File: config.mk
export PLATFORM = sky130hd
export DESIGN_NAME = att_scheduler_flat
export DESIGN_NICKNAME = d
export VERILOG_FILES = /design/src/rtl/sn_pkg.sv /design/src/rtl/att_scheduler_if.sv /design/src/rtl/sn_att_regs.sv /design/src/rtl/att_scheduler.sv /design/src/flat_wrapper.sv
export SDC_FILE = /design/constraint.sdc
export NUM_CORES = 1
export LEC_CHECK = 0
export ABC_CLOCK_PERIOD_IN_PS = 1980
export CAP_MARGIN = 10
export CORE_AREA = 10 10 95 97
export DETAILED_ROUTE_END_ITERATION = 8
export DIE_AREA = 0 0 105 107
export PLACE_DENSITY = 0.67
export SLEW_MARGIN = 20
export SYNTH_ARGS = -nofsm -noshare
export SYNTH_HDL_FRONTEND = slang
export SYNTH_HIERARCHICAL = 1
export SYNTH_SLANG_ARGS = --single-unit
File: constraint.sdc
create_clock -name clk -period 1.98 [get_ports clk]
set_clock_uncertainty 0.05 [all_clocks]
set_input_delay 0.396 -clock clk [delete_from_list [all_inputs] [get_ports clk]]
set_output_delay 0.396 -clock clk [all_outputs]
set_load 0.05 [all_outputs]
File: src/rtl/sn_pkg.sv
// Shared constants and types for the SN76489 attenuator scheduler.
// Holds the bus-byte field positions and the scheduler state encoding.
package sn_pkg;

    localparam logic [3:0] ATT_SILENT = 4'hF;

    localparam int unsigned LATCH_BIT = 7;
    localparam int unsigned CH_MSB    = 6;
    localparam int unsigned CH_LSB    = 5;
    localparam int unsigned TYPE_BIT  = 4;

    localparam logic TYPE_ATT = 1'b1;

    typedef enum logic [1:0] {
        IDLE = 2'd0,
        RUN  = 2'd1,
        DONE = 2'd2
    } state_t;

endpackage

File: src/rtl/att_scheduler_if.sv
// Link to the shared external attenuator: the scheduler (master) drives the
// sound bit and attenuation select, and the attenuator (slave) returns the level.
interface att_scheduler_if;

    logic       att_snd_in;
    logic [3:0] att_sel;
    logic [5:0] att_level;

    modport master (
        output att_snd_in,
        output att_sel,
        input  att_level
    );

    modport slave (
        input  att_snd_in,
        input  att_sel,
        output att_level
    );

endinterface

File: src/rtl/sn_att_regs.sv
// SN76489 bus-byte decoder and per-channel attenuation register file.
// Latch bytes pick channel/type; data bytes only update when the latched type is attenuation.
module sn_att_regs
    import sn_pkg::*;
#(
    parameter int NUM_CH = 4
) (
    input  logic                   clk,
    input  logic                   rst_n,
    input  logic                   wr_en,
    input  logic [7:0]             wr_data,
    output logic [NUM_CH-1:0][3:0] att_reg
);

    logic [1:0]             latch_ch_q, latch_ch_d;
    logic                   latch_type_q, latch_type_d;
    logic [NUM_CH-1:0][3:0] att_q, att_d;
    logic [1:0]             tgt_ch;
    logic                   upd;

    always_comb begin
        latch_ch_d   = latch_ch_q;
        latch_type_d = latch_type_q;
        att_d        = att_q;
        tgt_ch       = latch_ch_q;
        upd          = 1'b0;
        if (wr_en) begin
            if (wr_data[LATCH_BIT]) begin
                latch_ch_d   = wr_data[CH_MSB:CH_LSB];
                latch_type_d = wr_data[TYPE_BIT];
                tgt_ch       = wr_data[CH_MSB:CH_LSB];
                upd          = (wr_data[TYPE_BIT] == TYPE_ATT);
            end else begin
                upd = (latch_type_q == TYPE_ATT);
            end
        end
        // Channels beyond NUM_CH never match, so their updates fall away.
        for (int i = 0; i < NUM_CH; i++) begin
            if (upd && (tgt_ch == 2'(i))) begin
                att_d[i] = wr_data[3:0];
            end
        end
    end

    always_ff @(posedge clk) begin
        if (!rst_n) begin
            latch_ch_q   <= 2'd0;
            latch_type_q <= 1'b0;
            att_q        <= {NUM_CH{ATT_SILENT}};
        end else begin
            latch_ch_q   <= latch_ch_d;
            latch_type_q <= latch_type_d;
            att_q        <= att_d;
        end
    end

    assign att_reg = att_q;

endmodule

File: src/rtl/att_scheduler.sv
// Time-multiplexes one shared attenuator over the SN76489 channels and mixes the levels.
// Optional macro ATT_OVERRUN_EN adds a sticky overrun flag for ticks dropped while busy.
module att_scheduler
    import sn_pkg::*;
#(
    parameter int NUM_CH = 4,
    parameter int MIX_W  = 8
) (
    input  logic               clk,
    input  logic               rst_n,
    input  logic               wr_en,
    input  logic [7:0]         wr_data,
    input  logic               frame_start,
    input  logic [NUM_CH-1:0]  ch_snd,
    att_scheduler_if.master    att,
    output logic [MIX_W-1:0]   mix_out,
    output logic               mix_valid,
    output logic               busy,
    output state_t             dbg_state
`ifdef ATT_OVERRUN_EN
    ,
    output logic               overrun
`endif
);

    localparam int          ACC_W   = 6 + $clog2(NUM_CH);
    localparam logic [31:0] MIX_MAX = (32'd1 << MIX_W) - 32'd1;

    logic [NUM_CH-1:0][3:0] att_reg;

    sn_att_regs #(.NUM_CH(NUM_CH)) u_regs (
        .clk     (clk),
        .rst_n   (rst_n),
        .wr_en   (wr_en),
        .wr_data (wr_data),
        .att_reg (att_reg)
    );

    state_t                 state_q, state_d;
    logic [1:0]             slot_q, slot_d;
    logic [ACC_W-1:0]       acc_q, acc_d;
    logic [NUM_CH-1:0]      snap_snd_q, snap_snd_d;
    logic [NUM_CH-1:0][3:0] snap_att_q, snap_att_d;
    logic [MIX_W-1:0]       mix_out_q, mix_out_d;
    logic                   mix_valid_q, mix_valid_d;
    logic                   busy_q, busy_d;
    logic                   overrun_q, overrun_d;
    logic [31:0]            acc_wide;

    always_comb begin
        state_d     = state_q;
        slot_d      = slot_q;
        acc_d       = acc_q;
        snap_snd_d  = snap_snd_q;
        snap_att_d  = snap_att_q;
        mix_out_d   = mix_out_q;
        mix_valid_d = 1'b0;
        overrun_d   = overrun_q;
        acc_wide    = 32'd0;
        case (state_q)
            IDLE: begin
                if (frame_start) begin
                    snap_snd_d = ch_snd;
                    snap_att_d = att_reg;
                    acc_d      = '0;
                    slot_d     = 2'd0;
                    state_d    = RUN;
                end
            end
            RUN: begin
                acc_d = acc_q + ACC_W'(att.att_level);
                // The mix is registered on the last slot so it is valid during DONE.
                if (slot_q == 2'(NUM_CH - 1)) begin
                    acc_wide    = 32'(acc_d);
                    mix_out_d   = (acc_wide > MIX_MAX) ? MIX_W'(MIX_MAX) : MIX_W'(acc_wide);
                    mix_valid_d = 1'b1;
                    state_d     = DONE;
                end else begin
                    slot_d = slot_q + 2'd1;
                end
            end
            DONE: begin
                state_d = IDLE;
            end
            default: begin
                state_d = IDLE;
            end
        endcase
        if (frame_start && (state_q != IDLE)) begin
            overrun_d = 1'b1;
        end
        busy_d = (state_d == RUN) || (state_d == DONE);
    end

    always_ff @(posedge clk) begin
        if (!rst_n) begin
            state_q     <= IDLE;
            slot_q      <= 2'd0;
            acc_q       <= '0;
            snap_snd_q  <= '0;
            snap_att_q  <= {NUM_CH{ATT_SILENT}};
            mix_out_q   <= '0;
            mix_valid_q <= 1'b0;
            busy_q      <= 1'b0;
            overrun_q   <= 1'b0;
        end else begin
            state_q     <= state_d;
            slot_q      <= slot_d;
            acc_q       <= acc_d;
            snap_snd_q  <= snap_snd_d;
            snap_att_q  <= snap_att_d;
            mix_out_q   <= mix_out_d;
            mix_valid_q <= mix_valid_d;
            busy_q      <= busy_d;
            overrun_q   <= overrun_d;
        end
    end

    assign att.att_snd_in = (state_q == RUN) ? snap_snd_q[slot_q] : 1'b0;
    assign att.att_sel    = (state_q == RUN) ? snap_att_q[slot_q] : ATT_SILENT;
    assign mix_out        = mix_out_q;
    assign mix_valid      = mix_valid_q;
    assign busy           = busy_q;
    assign dbg_state      = state_q;

`ifdef ATT_OVERRUN_EN
    assign overrun = overrun_q;
`else
    logic unused_overrun;
    assign unused_overrun = overrun_q;
`endif

endmodule

File: src/flat_wrapper.sv
// flat-port wrapper written by rule: the top's interface ports become plain ports
module att_scheduler_flat import sn_pkg::*;
#(
    parameter int NUM_CH = 4,
    parameter int MIX_W  = 8
)
  (clk, rst_n, wr_en, wr_data, frame_start, ch_snd, mix_out, mix_valid, busy, dbg_state, att_att_snd_in, att_att_sel, att_att_level);
  att_scheduler_if att_i ();
  input  logic clk;
  input  logic rst_n;
  input  logic wr_en;
  input  logic [7:0] wr_data;
  input  logic frame_start;
  input  logic [NUM_CH-1:0] ch_snd;
  output logic [MIX_W-1:0] mix_out;
  output logic mix_valid;
  output logic busy;
  output state_t dbg_state;
  output wire logic [$bits(att_i.att_snd_in)-1:0] att_att_snd_in;
  output wire logic [$bits(att_i.att_sel)-1:0] att_att_sel;
  input wire logic [$bits(att_i.att_level)-1:0] att_att_level;
  assign att_att_snd_in = att_i.att_snd_in;
  assign att_att_sel = att_i.att_sel;
  assign att_i.att_level = att_att_level;
  att_scheduler #(.NUM_CH(NUM_CH), .MIX_W(MIX_W)) u_core (.clk(clk), .rst_n(rst_n), .wr_en(wr_en), .wr_data(wr_data), .frame_start(frame_start), .ch_snd(ch_snd), .att(att_i), .mix_out(mix_out), .mix_valid(mix_valid), .busy(busy), .dbg_state(dbg_state));
endmodule
After elaboration in Yosys (flattened, before gate mapping)
Cells that the tools add are included.
{"block": "totals", "output_inout_bits": 17, "register_bits": 61, "word_cells": 61, "input_bits": 22}
{"block": "classes", "n_reduce_logical": 13, "addsub": 2, "n_mux": 19, "order_cmp": 1, "n_eq_ne": 9}
{"cell": "8-bit one-hot mux with 2 select lines", "n": 1}
{"cell": "2-bit two-way mux", "n": 6}
{"cell": "8-bit by 6-bit adder with 8-bit output", "n": 1}
{"cell": "4-bit binary-select mux with 2-bit select", "n": 1}
{"cell": "2-bit == test, second input constant", "n": 4}
{"cell": "4-bit two-way mux", "n": 2}
{"cell": "8-bit two-way mux", "n": 1}
{"cell": "2-bit one-hot mux with 2 select lines", "n": 2}
{"cell": "2-bit AND reduction", "n": 4}
{"cell": "2-bit by 1-bit == test with 1-bit output, second input constant", "n": 3}
{"cell": "1-bit two-way mux", "n": 5}
{"cell": "1-bit logical AND", "n": 4}
{"cell": "2-bit zero test", "n": 2}
{"cell": "2-bit inequality test, second input constant", "n": 2}
{"cell": "2-bit by 3-bit < comparator with 1-bit output, second input constant", "n": 1}
{"cell": "3-bit AND reduction", "n": 1}
{"cell": "2-bit by 1-bit adder with 2-bit output, second input constant", "n": 1}
{"cell": "1-bit binary-select mux with 2-bit select", "n": 1}
{"cell": "2-bit nonzero test", "n": 1}
{"cell": "1-bit logical OR", "n": 1}

Depth between registers and ports, before layout
{"block": "depth", "word_depth": 5, "ltp_mapped": 8, "mapped_depth_nobuf": 8}

Modules after synthesis
Netlist, hierarchy kept.
{"mod": "att_scheduler", "area_each_um2": 1879.3, "instances": 1, "cells_per_inst": 221}
{"mod": "sn_att_regs", "area_each_um2": 903.4, "instances": 1, "cells_per_inst": 79}

Worst setup path after synthesis
No wires, ideal clock.
{"block": "synth_timing", "path_kind": "register -> output", "startpoint": "register u_core.state_q[0] (netlist: u_core/dbg_state[0])", "endpoint": "output port att_att_snd_in", "n_path_buf": 1, "arrival_time_ns": 1.702, "slack_ns": -0.168, "path_stages_with_launch": 4, "required_ns": 1.534, "path_cell_list": "dfxtp_1 > nor2b_1 > clkbuf_1 > and2_1"}
{"block": "synth_between", "elab_chain_len": 2}
{"element": "start, declared", "line_no": "att_scheduler.sv:39", "text": "state_t state_q, state_d;"}
{"element": "start signal, assigned", "line_no": "att_scheduler.sv:107", "text": "state_q <= state_d;"}
{"element": "2-bit by 1-bit == test with 1-bit output", "line_no": "att_scheduler.sv:119", "text": "assign att.att_snd_in = (state_q == RUN) ? snap_snd_q[slot_q] : 1'b0;"}
{"element": "1-bit two-way mux", "line_no": "att_scheduler.sv:119"}
{"element": "end, declared", "line_no": "flat_wrapper.sv:19", "text": "output wire logic [$bits(att_i.att_snd_in)-1:0] att_att_snd_in;"}
No other way between the ends.

Worst setup path in the final report
{"block": "layout_timing", "startpoint": "register u_core.slot_q[0]", "endpoint": "output port att_att_snd_in"}
{"block": "layout_between", "elab_chain_len": 3}
{"element": "start, declared", "line_no": "att_scheduler.sv:40", "text": "logic [1:0] slot_q, slot_d;"}
{"element": "start signal, assigned", "line_no": "att_scheduler.sv:108", "text": "slot_q <= slot_d;"}
{"element": "1-bit binary-select mux with 2-bit select", "line_no": "att_scheduler.sv:119"}
{"element": "1-bit two-way mux (not written as such)", "line_no": "att_scheduler.sv:119"}
{"element": "1-bit two-way mux", "line_no": "att_scheduler.sv:119"}
No other way between the ends. The select of a mux whose other input is x is not followed.

==> flow_summary.ini <==
[floorplan]
start_util_pct = 39.0
ioPinCount = 39
die_y_microns = 107
die-width_microns = 105
die-area_sq_um = 11200
coreArea_sq_um = 7140
row_count = 31

[synthesis]
synth_area_leaders = dfxtp_1, nand2_1, mux2i_1
synth_cell_types = 46
synth.avg_cell_area_sq_um = 9.28
synth_ff_type = dfxtp_1
yosysTopAreaCell = dfxtp_1
synth_edf_count = 0
synthCells = 300
synth_warnings = 6
synth_most_common_cell = dfxtp_1
yosysSeqAreaShare_pct = 43.9
syn_nets = 330
synthArstFlopShare_pct = 0
synth_top_cell_area_share_pct = 43.9
syn-cell-area_sq_um = 2780
synth_common_cells = dfxtp_1, nand2_1, nand3_1
ys_ff_latch = 61

[global_route]
antenna_found_initial = 0
grt_max_degree = 52
grt.overflow.total = 0
grtUsageTotal_pct = 11.4
grt_pass1_wl_microns = 10600
grt_pass1_vias = 2199

[clock_tree]
cts_tree = done
h-tree-depth = 3
ctsHoldBuffers = 0
insertion_delay_ns = 0.34
cts-root-to-sink-buffers = 2
clock-sinks = 61
cts_buffers = 9
root_buffer = clkbuf_8
clk_pin_slew_ns = 0.07

[sta]
max_slew_margin_pct = 65.8
rsz0062_at_grt = yes
setup_slack_ns = -0.0711
finalMaxSlewViolations = 0
hold_viol = 0
post-route-period-util_pct = 104
whs_ns = 0.408
setup_viol = 5
max_freq_mhz = 488
worst_pin_slew_ns = 0.512
post-route-min-period_ns = 2.05

[pwr]
max-vdd-ir-drop_mv = 0.343
p_per_area_nw_per_um2 = 770
p_leak_nw = 1.60
p_total_mw = 2.81

[routing]
post_drt_wl_per_cell_microns = 13.5
drtIter0Drc = 87
via_per_inst = 4.85
ant_nets = 0
dr.pass1.iters = 5
remaining_drc_errors = 0
routed-via-count = 2200
wl_microns = 6110

[placed_design]
place_ws_ns = -0.413
routabilityCongestion = 0.830
dpl.cell_count = 437
dp_hpwl_microns = 4460
port-buffer-count = 38

[status]
violations = setup timing
outcome = finished with violations

[cells_and_area]
final_nets = 380
stdcell_count = 454
drive_above_1_share_pct = 20.3
n_antenna_cell = 0
syn2layout_area_growth_pct = 31.4

[critical_path]
reg2regPathDepth = 7
crit_arrival_ns = 1.61
rrSetupSlack_ns = 0.23
worst_setup_path_end_kind = primary output
start_kind = register
critical_path_class = register to primary output
path_max_fanout = 7
worstPathRequired_ns = 1.53
rr_startpoint = u_core/acc_q[0]
r2r_end = u_core/mix_out[6]

[worst_hold_path]
min_path_type = register to register
min-delay-start = u_core/mix_out[4]
min_path_cells = 2
hold_end = u_core/mix_out[4]

[job]
maxCapViolCount = 0
[cells in the final DEF (no fill, tap or decap), types with 4 or more instances in the layout]
| master | synthesis | final |
|---|---|---|
| nand3_1 | 25 | 25 |
| a21oi_1 | 12 | 12 |
| nor2_1 | 11 | 11 |
| clkdlybuf4s50_1 | 0 | 26 |
| o21ai_1 | 4 | 4 |
| mux4_2 | 5 | 5 |
| buf_6 | 1 | 4 |
| nand2b_4 | 0 | 4 |
| clkbuf_8 | 0 | 9 |
| ha_1 | 7 | 5 |
| inv_1 | 6 | 5 |
| buf_4 | 0 | 18 |
| nand2_1 | 56 | 56 |
| nor2b_1 | 23 | 21 |
| o21ai_0 | 5 | 4 |
| dlymetal6s2s_1 | 0 | 4 |
| mux2i_1 | 16 | 16 |
| dfxtp_1 | 61 | 59 |
[through the flow]
step | setup TNS, ns | util, % | area [sq um]
global route | -0.633 | 51.2 | 3660
detailed placement | -2.08 | 46.8 | 3340
CTS | -0.465 | 50.5 | 3610
finish | -0.290 | 51.2 | 3660
floorplan | 0 | - | 2790
global placement | -1.83 | 46.8 | 3340
[worst max-delay path, stage by stage, from the launching register on]
cell and delay (ns):
dfxtp_2 0.33, buf_8 0.13, mux4_2 0.49, and2_4 0.18
buf_12 0.14
[per-layer routing]
layer / track usage [%] / wire length, microns / vias to the layer above
li1: - / - / 1145
met4: 5.10 / 88 / 0
met2: 18.3 / 2930 / 39
met1: 13.7 / 2880 / 1008
met5: 0 / 0 / -
met3: 3.71 / 212 / 8
[power by group]
group / switching (mW) / internal, mW / total (mW)
sequential: 0.0305 / 1.28 / 1.31
combinational: 0.205 / 0.206 / 0.411
clock: 0.511 / 0.584 / 1.10
[cell families after synthesis]
kind of cell / Yosys count / share of synthesized area [%]
AND/OR/NAND/NOR: 134 / 23.6
multiplexers: 23 / 11.2
adder cells (fa/ha/maj): 8 / 3.87
AO/OA/AOI/OAI: 47 / 12.8
flip-flops: 61 / 43.9
buffers and inverters: 23 / 3.51
XOR/XNOR: 4 / 1.26
[layout make-up]
cell class,instances,area [sq um]
Tap cell,99,124
Timing Repair Buffer,55,546
Clock buffer,9,124
Inverter,7,26.3
Multi-Input combinational cell,216,1540
Clock inverter,7,75.1
Sequential cell,61,1220
Fill cell,687,3480
[repair_timing]
item,in CTS,in global routing
endpoints found under the setup margin,6,13
buffers inserted,1,0
gates cloned,0,0
endpoints found under the hold margin,0,0
pin swaps,1,3
resized for setup,13,14
[how the worst max path moves through the flow]
stage	from	to
4_1_cts	u_core/slot_q[0]	att_att_snd_in
2_1_floorplan	u_core/dbg_state[1]	att_att_sel[0]
3_3_place_gp	att_att_level[0]	u_core/acc_q[6]
6_report	u_core/slot_q[0]	att_att_snd_in
3_5_place_dp	att_att_level[0]	u_core/acc_q[6]
5_1_grt	u_core/slot_q[0]	att_att_sel[2]
Power figures use the tool's default switching activity.
